--- config.mk ---
export PLATFORM = sky130hd
export DESIGN_NAME = task_graph_streamer
export DESIGN_NICKNAME = d
export VERILOG_FILES = /design/src/rtl/task_graph_pkg.sv /design/src/rtl/task_graph_regfile.sv /design/src/rtl/task_graph_streamer.sv
export SDC_FILE = /design/constraint.sdc
export NUM_CORES = 1
export LEC_CHECK = 0
export BUFFER_PORTS_ARGS = -buffer_cell sky130_fd_sc_hd__buf_2
export CORE_MARGIN = 3
export CORE_UTILIZATION = 30
export DETAILED_ROUTE_END_ITERATION = 7
export GPL_TIMING_DRIVEN = 0
export MAX_ROUTING_LAYER = met4
export SYNTH_ARGS = -nofsm -noshare
export SYNTH_HDL_FRONTEND = slang
export SYNTH_SLANG_ARGS = --single-unit
--- constraint.sdc ---
create_clock -name clk -period 5.33 [get_ports clk]
set_input_delay 0 -clock clk [delete_from_list [all_inputs] [get_ports clk]]
set_output_delay 0 -clock clk [all_outputs]
set_load 0.02 [all_outputs]
--- src/rtl/task_graph_pkg.sv ---
// rtl/task_graph_pkg.sv - shared task-graph constants and streamer state encoding
package task_graph_pkg;

    localparam int TG_NUM_V  = 4;
    localparam int TG_DATA_W = 32;

    typedef enum logic [2:0] {
        IDLE,
        EMIT,
        GAP_PRE,
        END,
        GAP_POST,
        FIN
    } tg_state_e;

endpackage

--- src/rtl/task_graph_regfile.sv ---
// rtl/task_graph_regfile.sv - NUM_V x NUM_V edge-weight store, one write port, one async read port
module task_graph_regfile #(
    parameter int NUM_V  = 4,
    parameter int DATA_W = 32,
    parameter int AW     = 2
) (
    input  logic              clk,
    input  logic              rst_b,
    input  logic              we_i,
    input  logic [AW-1:0]     wr_row_i,
    input  logic [AW-1:0]     wr_col_i,
    input  logic [DATA_W-1:0] wr_data_i,
    input  logic [AW-1:0]     rd_row_i,
    input  logic [AW-1:0]     rd_col_i,
    output logic [DATA_W-1:0] rd_data_o
);

    localparam int NE = NUM_V * NUM_V;
    localparam int EW = (NE > 1) ? $clog2(NE) : 1;

    logic [DATA_W-1:0] mem_q [NE];
    logic [EW-1:0]     widx;
    logic [EW-1:0]     ridx;

    assign widx      = EW'(wr_row_i) * EW'(NUM_V) + EW'(wr_col_i);
    assign ridx      = EW'(rd_row_i) * EW'(NUM_V) + EW'(rd_col_i);
    assign rd_data_o = mem_q[ridx];

    always_ff @(posedge clk or negedge rst_b) begin
        if (!rst_b) begin
            for (int i = 0; i < NE; i++) begin
                mem_q[i] <= '0;
            end
        end else if (we_i) begin
            mem_q[widx] <= wr_data_i;
        end
    end

endmodule

--- src/rtl/task_graph_streamer.sv ---
// rtl/task_graph_streamer.sv - streams a stored task-graph matrix row-major into task_mapper
module task_graph_streamer
    import task_graph_pkg::*;
#(
    parameter int NUM_V  = TG_NUM_V,
    parameter int DATA_W = TG_DATA_W,
    parameter int IDX_W  = 32,
    parameter int DWELL  = 2,
    parameter int APP_W  = 16
) (
    input  logic              clk,
    input  logic              rst_b,
    input  logic              wr_en,
    input  logic [IDX_W-1:0]  wr_row,
    input  logic [IDX_W-1:0]  wr_col,
    input  logic [DATA_W-1:0] wr_data,
    input  logic              start,
    input  logic [APP_W-1:0]  app_count,
    input  logic              hold,
    output logic [DATA_W-1:0] task_array,
    output logic              root_task,
    output logic [IDX_W-1:0]  row,
    output logic [IDX_W-1:0]  col,
    output logic              app_end,
    output logic              busy,
    output logic              done
);

    localparam int AW   = (NUM_V > 1) ? $clog2(NUM_V) : 1;
    localparam int DW_W = (DWELL > 1) ? $clog2(DWELL) : 1;
    localparam logic [AW-1:0]   LAST_IDX  = AW'(NUM_V - 1);
    localparam logic [DW_W-1:0] LAST_DWEL = DW_W'(DWELL - 1);

    tg_state_e         state_q, state_d;
    logic [DW_W-1:0]   dwell_q, dwell_d;
    logic [AW-1:0]     row_q, row_d, col_q, col_d;
    logic [APP_W-1:0]  apps_q, apps_d;
    logic              found_q, found_d;
    logic [DATA_W-1:0] data_q, data_d;
    logic              root_q, root_d;
    logic              app_end_q, app_end_d;
    logic              busy_q, busy_d;
    logic              done_q, done_d;

    logic              wr_ok;
    logic              load_entry, new_app, found_base;
    logic [DATA_W-1:0] rf_rdata, rd_data;

    assign wr_ok = wr_en && (state_q == IDLE) &&
                   (wr_row < IDX_W'(NUM_V)) && (wr_col < IDX_W'(NUM_V));

    task_graph_regfile #(
        .NUM_V (NUM_V),
        .DATA_W(DATA_W),
        .AW    (AW)
    ) u_regfile (
        .clk      (clk),
        .rst_b    (rst_b),
        .we_i     (wr_ok),
        .wr_row_i (wr_row[AW-1:0]),
        .wr_col_i (wr_col[AW-1:0]),
        .wr_data_i(wr_data),
        .rd_row_i (row_d),
        .rd_col_i (col_d),
        .rd_data_o(rf_rdata)
    );

    // A write coinciding with start must be seen by the first entry fetched.
    assign rd_data = (wr_ok && wr_row[AW-1:0] == row_d && wr_col[AW-1:0] == col_d)
                     ? wr_data : rf_rdata;

    always_comb begin
        state_d    = state_q;
        dwell_d    = dwell_q;
        row_d      = row_q;
        col_d      = col_q;
        apps_d     = apps_q;
        found_d    = found_q;
        data_d     = data_q;
        root_d     = root_q;
        app_end_d  = app_end_q;
        busy_d     = busy_q;
        done_d     = done_q;
        load_entry = 1'b0;
        new_app    = 1'b0;

        if (!(hold && state_q != IDLE && state_q != FIN)) begin
            case (state_q)
                IDLE: begin
                    if (start) begin
                        if (app_count == '0) begin
                            state_d = FIN;
                            done_d  = 1'b1;
                        end else begin
                            state_d    = EMIT;
                            apps_d     = app_count;
                            row_d      = '0;
                            col_d      = '0;
                            dwell_d    = '0;
                            busy_d     = 1'b1;
                            load_entry = 1'b1;
                            new_app    = 1'b1;
                        end
                    end
                end
                EMIT: begin
                    if (dwell_q != LAST_DWEL) begin
                        dwell_d = dwell_q + DW_W'(1);
                    end else if (row_q == LAST_IDX && col_q == LAST_IDX) begin
                        state_d = GAP_PRE;
                        root_d  = 1'b0;
                    end else begin
                        dwell_d    = '0;
                        load_entry = 1'b1;
                        if (col_q == LAST_IDX) begin
                            col_d = '0;
                            row_d = row_q + AW'(1);
                        end else begin
                            col_d = col_q + AW'(1);
                        end
                    end
                end
                GAP_PRE: begin
                    state_d   = END;
                    app_end_d = 1'b1;
                end
                END: begin
                    state_d   = GAP_POST;
                    app_end_d = 1'b0;
                end
                GAP_POST: begin
                    if (apps_q == APP_W'(1)) begin
                        state_d = FIN;
                        done_d  = 1'b1;
                        busy_d  = 1'b0;
                        data_d  = '0;
                        row_d   = '0;
                        col_d   = '0;
                        root_d  = 1'b0;
                    end else begin
                        state_d    = EMIT;
                        apps_d     = apps_q - APP_W'(1);
                        row_d      = '0;
                        col_d      = '0;
                        dwell_d    = '0;
                        load_entry = 1'b1;
                        new_app    = 1'b1;
                    end
                end
                FIN: begin
                    state_d = IDLE;
                    done_d  = 1'b0;
                end
                default: state_d = IDLE;
            endcase
        end

        found_base = new_app ? 1'b0 : found_q;
        if (load_entry) begin
            data_d  = rd_data;
            root_d  = (rd_data != '0) && !found_base;
            found_d = found_base || (rd_data != '0);
        end
    end

    always_ff @(posedge clk or negedge rst_b) begin
        if (!rst_b) begin
            state_q   <= IDLE;
            dwell_q   <= '0;
            row_q     <= '0;
            col_q     <= '0;
            apps_q    <= '0;
            found_q   <= 1'b0;
            data_q    <= '0;
            root_q    <= 1'b0;
            app_end_q <= 1'b0;
            busy_q    <= 1'b0;
            done_q    <= 1'b0;
        end else begin
            state_q   <= state_d;
            dwell_q   <= dwell_d;
            row_q     <= row_d;
            col_q     <= col_d;
            apps_q    <= apps_d;
            found_q   <= found_d;
            data_q    <= data_d;
            root_q    <= root_d;
            app_end_q <= app_end_d;
            busy_q    <= busy_d;
            done_q    <= done_d;
        end
    end

    assign task_array = data_q;
    assign root_task  = root_q;
    assign row        = IDX_W'(row_q);
    assign col        = IDX_W'(col_q);
    assign app_end    = app_end_q;
    assign busy       = busy_q;
    assign done       = done_q;

endmodule
==> impl_metrics.env <==
export IMPL_worstSetupStartpoint="state_q[2]"
export IMPL_cts_tree="done"
export IMPL_maxCapViolCount=0
export IMPL_first_global_vias=20930
export IMPL_synth_cell_types=75
export IMPL_min_from="wr_row[0]"
export IMPL_ys_seq_area_frac=0.5143
export IMPL_netlist_instances=2311
export IMPL_hold_depth=4
export IMPL_gp_congestion=0.9532
export IMPL_dp_final_hpwl_mm=66.13
export IMPL_status="finished clean"
export IMPL_core_area_um2=91940
export IMPL_peakVddDrop_uv=268.1
export IMPL_holdWs_ns=0.1071
export IMPL_drive_gt1_frac=0.3731
export IMPL_dieHeight_um=310.9
export IMPL_crit_fanout=10
export IMPL_postLayoutSetupSlackWorst_ns=0.1427
export IMPL_via_per_inst=5.354
export IMPL_via_count=21130
export IMPL_area_growth_pct=19.38
export IMPL_worstPathRequired_ns=5.92
export IMPL_setup_violations=0
export IMPL_synth_seq_cells=573
export IMPL_cts_max_path_buffers=3
export IMPL_worstReg2RegStart="state_q[2]"
export IMPL_overflow=0
export IMPL_grt_max_degree=120
export IMPL_rsz0062_at_grt="false"
export IMPL_cts_max_level=2
export IMPL_path_clk_slew_ns=0.06
export IMPL_r2r_end="root_task"
export IMPL_criticalPathCategory="reg -> reg"
export IMPL_fin_crit_ns=5.187
export IMPL_pre_cts_ws_ns=-0.5626
export IMPL_r2r_slack_ns=0.14
export IMPL_ant_nets=0
export IMPL_fin_area_um2=33290
export IMPL_relSlewSlack=0.1243
export IMPL_ios=217
export IMPL_final_cell_mix="mux2_2 (589), dfrtp_1 (573), nand2_1 (194)"
export IMPL_rr_worst_depth=18
export IMPL_place_port_buffers=155
export IMPL_clock_latency_ns=0.66
export IMPL_syn_area_per_cell_um2=12.06
export IMPL_fmax_mhz=192.8
export IMPL_power_density_nw_per_um2=343.2
export IMPL_tightest_slew_ns=1.313
export IMPL_layout_nets=2768
export IMPL_grt_pass1_wl_mm=143.9
export IMPL_die_area_um2=96630
export IMPL_grt_usage=0.2038
export IMPL_first_iter_violations=2122
export IMPL_startpoint_type="flop"
export IMPL_drc=0
export IMPL_die_w_um=310.9
export IMPL_synthArstFlopShare=1.000
export IMPL_yosysWarnings=0
export IMPL_start_util=0.3033
export IMPL_min_path_type="in -> reg"
export IMPL_first_pass_iters=6
export IMPL_p_leak_uw=0.01587
export IMPL_worst_setup_path_end_kind="flop"
export IMPL_synth_edf_count=0
export IMPL_antenna_found_initial=8
export IMPL_worstPathArrival_ns=5.78
export IMPL_cts_root_buf="clkbuf_16"
export IMPL_core_rowCount=111
export IMPL_wl_per_cell_um=24.85
export IMPL_hold_violations=0
export IMPL_post_route_period_util=0.9732
export IMPL_slew_viol_final=0
export IMPL_skew_ns=0.02311
export IMPL_synthFlopType="dfrtp_1"
export IMPL_setup_tns_ns=0
export IMPL_cts_sinks=573
export IMPL_numCtsBuffers=57
export IMPL_wl_mm=98.07
export IMPL_final_common_cell="mux2_2"
export IMPL_holdPathEnd="u_regfile.mem_q[0]"
export IMPL_dpl_cell_area_um2=30590
export IMPL_synth_area_um2=27880
critical path, stage by stage, from the launching register on:
cell       delay (ns)
dfrtp_1          0.36
buf_4            0.17
or3b_1           0.48
nor2_1           0.23
a211o_1          0.12
buf_2            0.27
a21oi_4          0.12
inv_2            0.07
buf_4            0.21
buf_4            0.33
buf_2            0.53
buf_2            0.42
nand2_1          0.09
a311oi_1         0.30
a31oi_1          0.13
o2111ai_1        0.53
nor4_2           0.09
a31oi_1          0.45
a32o_1           0.19
per-layer routing:
metal	track usage	part of all wire	vias to the layer above
met4	0.06697	0.033	0
met3	0.04735	0.095	192
met1	0.2687	0.42	10900
met2	0.3098	0.45	1009
li1	-	-	9023
met5	-	0	-
worst max path at each step:
stage / endpoint / depth (start not counted)
CTS: root_task / 14
finish: root_task / 18
floorplan: root_task / 18
global route: root_task / 14
detailed placement: root_task / 15
global placement: u_regfile.mem_q[458] / 1
per-stage QoR:
step	std cells	power [µW]	util
floorplan	2370	5897	-
global placement	3768	6949	0.3310
detailed placement	3774	6963	0.3327
CTS	3936	11390	0.3610
global route	3946	11790	0.3620
finish	3946	11420	0.3620
power breakdown:
| group | leakage (µW) | internal, µW | switching (µW) | total [µW] |
|---|---|---|---|---|
| combinational | 0.00693 | 701 | 1760 | 2460 |
| sequential | 0.00794 | 4470 | 97.6 | 4560 |
| clock | 0.000996 | 2520 | 1880 | 4400 |
layout make-up:
cell class	instances	area, µm²
Inverter	22	82.58
Multi-Input combinational cell	1535	12510
Antenna cell	7	17.52
Clock inverter	29	377.9
Sequential cell	573	14340
Buffer	240	1251
Tap cell	1243	1555
Fill cell	9088	58660
Timing Repair Buffer	218	1501
Clock buffer	79	1649
what timing repair did:
item                                   4_1_cts  5_1_grt
endpoints found under the hold margin      367        0
gates resized for setup                      9       41
hold buffers                                53        0
pin swaps                                    1        3
cloned                                       0        0
setup endpoints to repair                    2        2
setup buffers                                1        3
flip-flops by register name, indices dropped and copies added (netlist names):
| register | count |
|---|---|
| busy | 1 |
| col_q | 2 |
| app_end | 1 |
| state_q | 3 |
| root_task | 1 |
| done | 1 |
| row_q | 2 |
| u_regfile.mem_q | 512 |
| found_q | 1 |
| dwell_q | 1 |
| apps_q | 16 |
| task_array | 32 |
cell families (layout without fill, tap and decap cells):
| group | Yosys count | in the layout | synth area share |
|---|---|---|---|
| multiplexers | 682 | 682 | 0.2766 |
| flip-flops | 573 | 573 | 0.5143 |
| AND/OR/NAND/NOR | 395 | 395 | 0.06520 |
| AO/OA/AOI/OAI | 392 | 392 | 0.09505 |
| buffers and inverters | 262 | 588 | 0.04609 |
| adder cells (fa/ha/maj) | 4 | 4 | 0.001795 |
| XOR/XNOR | 2 | 2 | 0.0008977 |
| other | 1 | 67 | 0.0001345 |
synthesized netlist by cell type, types with 3 or more instances:
cell,count,area [µm²]
inv_1,21,78.83
nand2b_1,5,31.28
a211o_1,13,113.9
a221oi_1,9,78.83
buf_2,31,155.2
buf_4,68,510.5
nor3_1,16,80.08
dfrtp_1,573,14340
o211ai_1,32,240.2
mux2i_1,74,740.7
a31oi_1,11,68.82
nor2b_1,3,18.77
o21ai_0,99,495.5
buf_1,7,26.28
a21o_1,9,67.56
a311oi_1,9,78.83
ha_1,4,50.05
a31o_2,4,35.03
a21oi_1,57,285.3
nor4_1,33,206.5
a211oi_1,18,135.1
and2_1,3,18.77
a22oi_1,15,112.6
nand3_1,30,150.1
mux2_2,589,6633
a2bb2oi_1,3,26.28
mux4_2,11,247.7
o22ai_1,48,300.3
or3_1,4,25.02
a21boi_1,3,22.52
or2_1,4,25.02
o221ai_1,5,43.79
o221a_2,4,45.04
a21boi_0,5,37.54
nand4_1,14,87.58
nor2_1,58,217.7
a32oi_1,14,122.6
and3_1,18,112.6
clkbuf_1,133,499.2
nand2_1,194,728.2
mux2_1,8,90.09
a32o_1,10,100.1
Power figures use the tool's default switching activity.
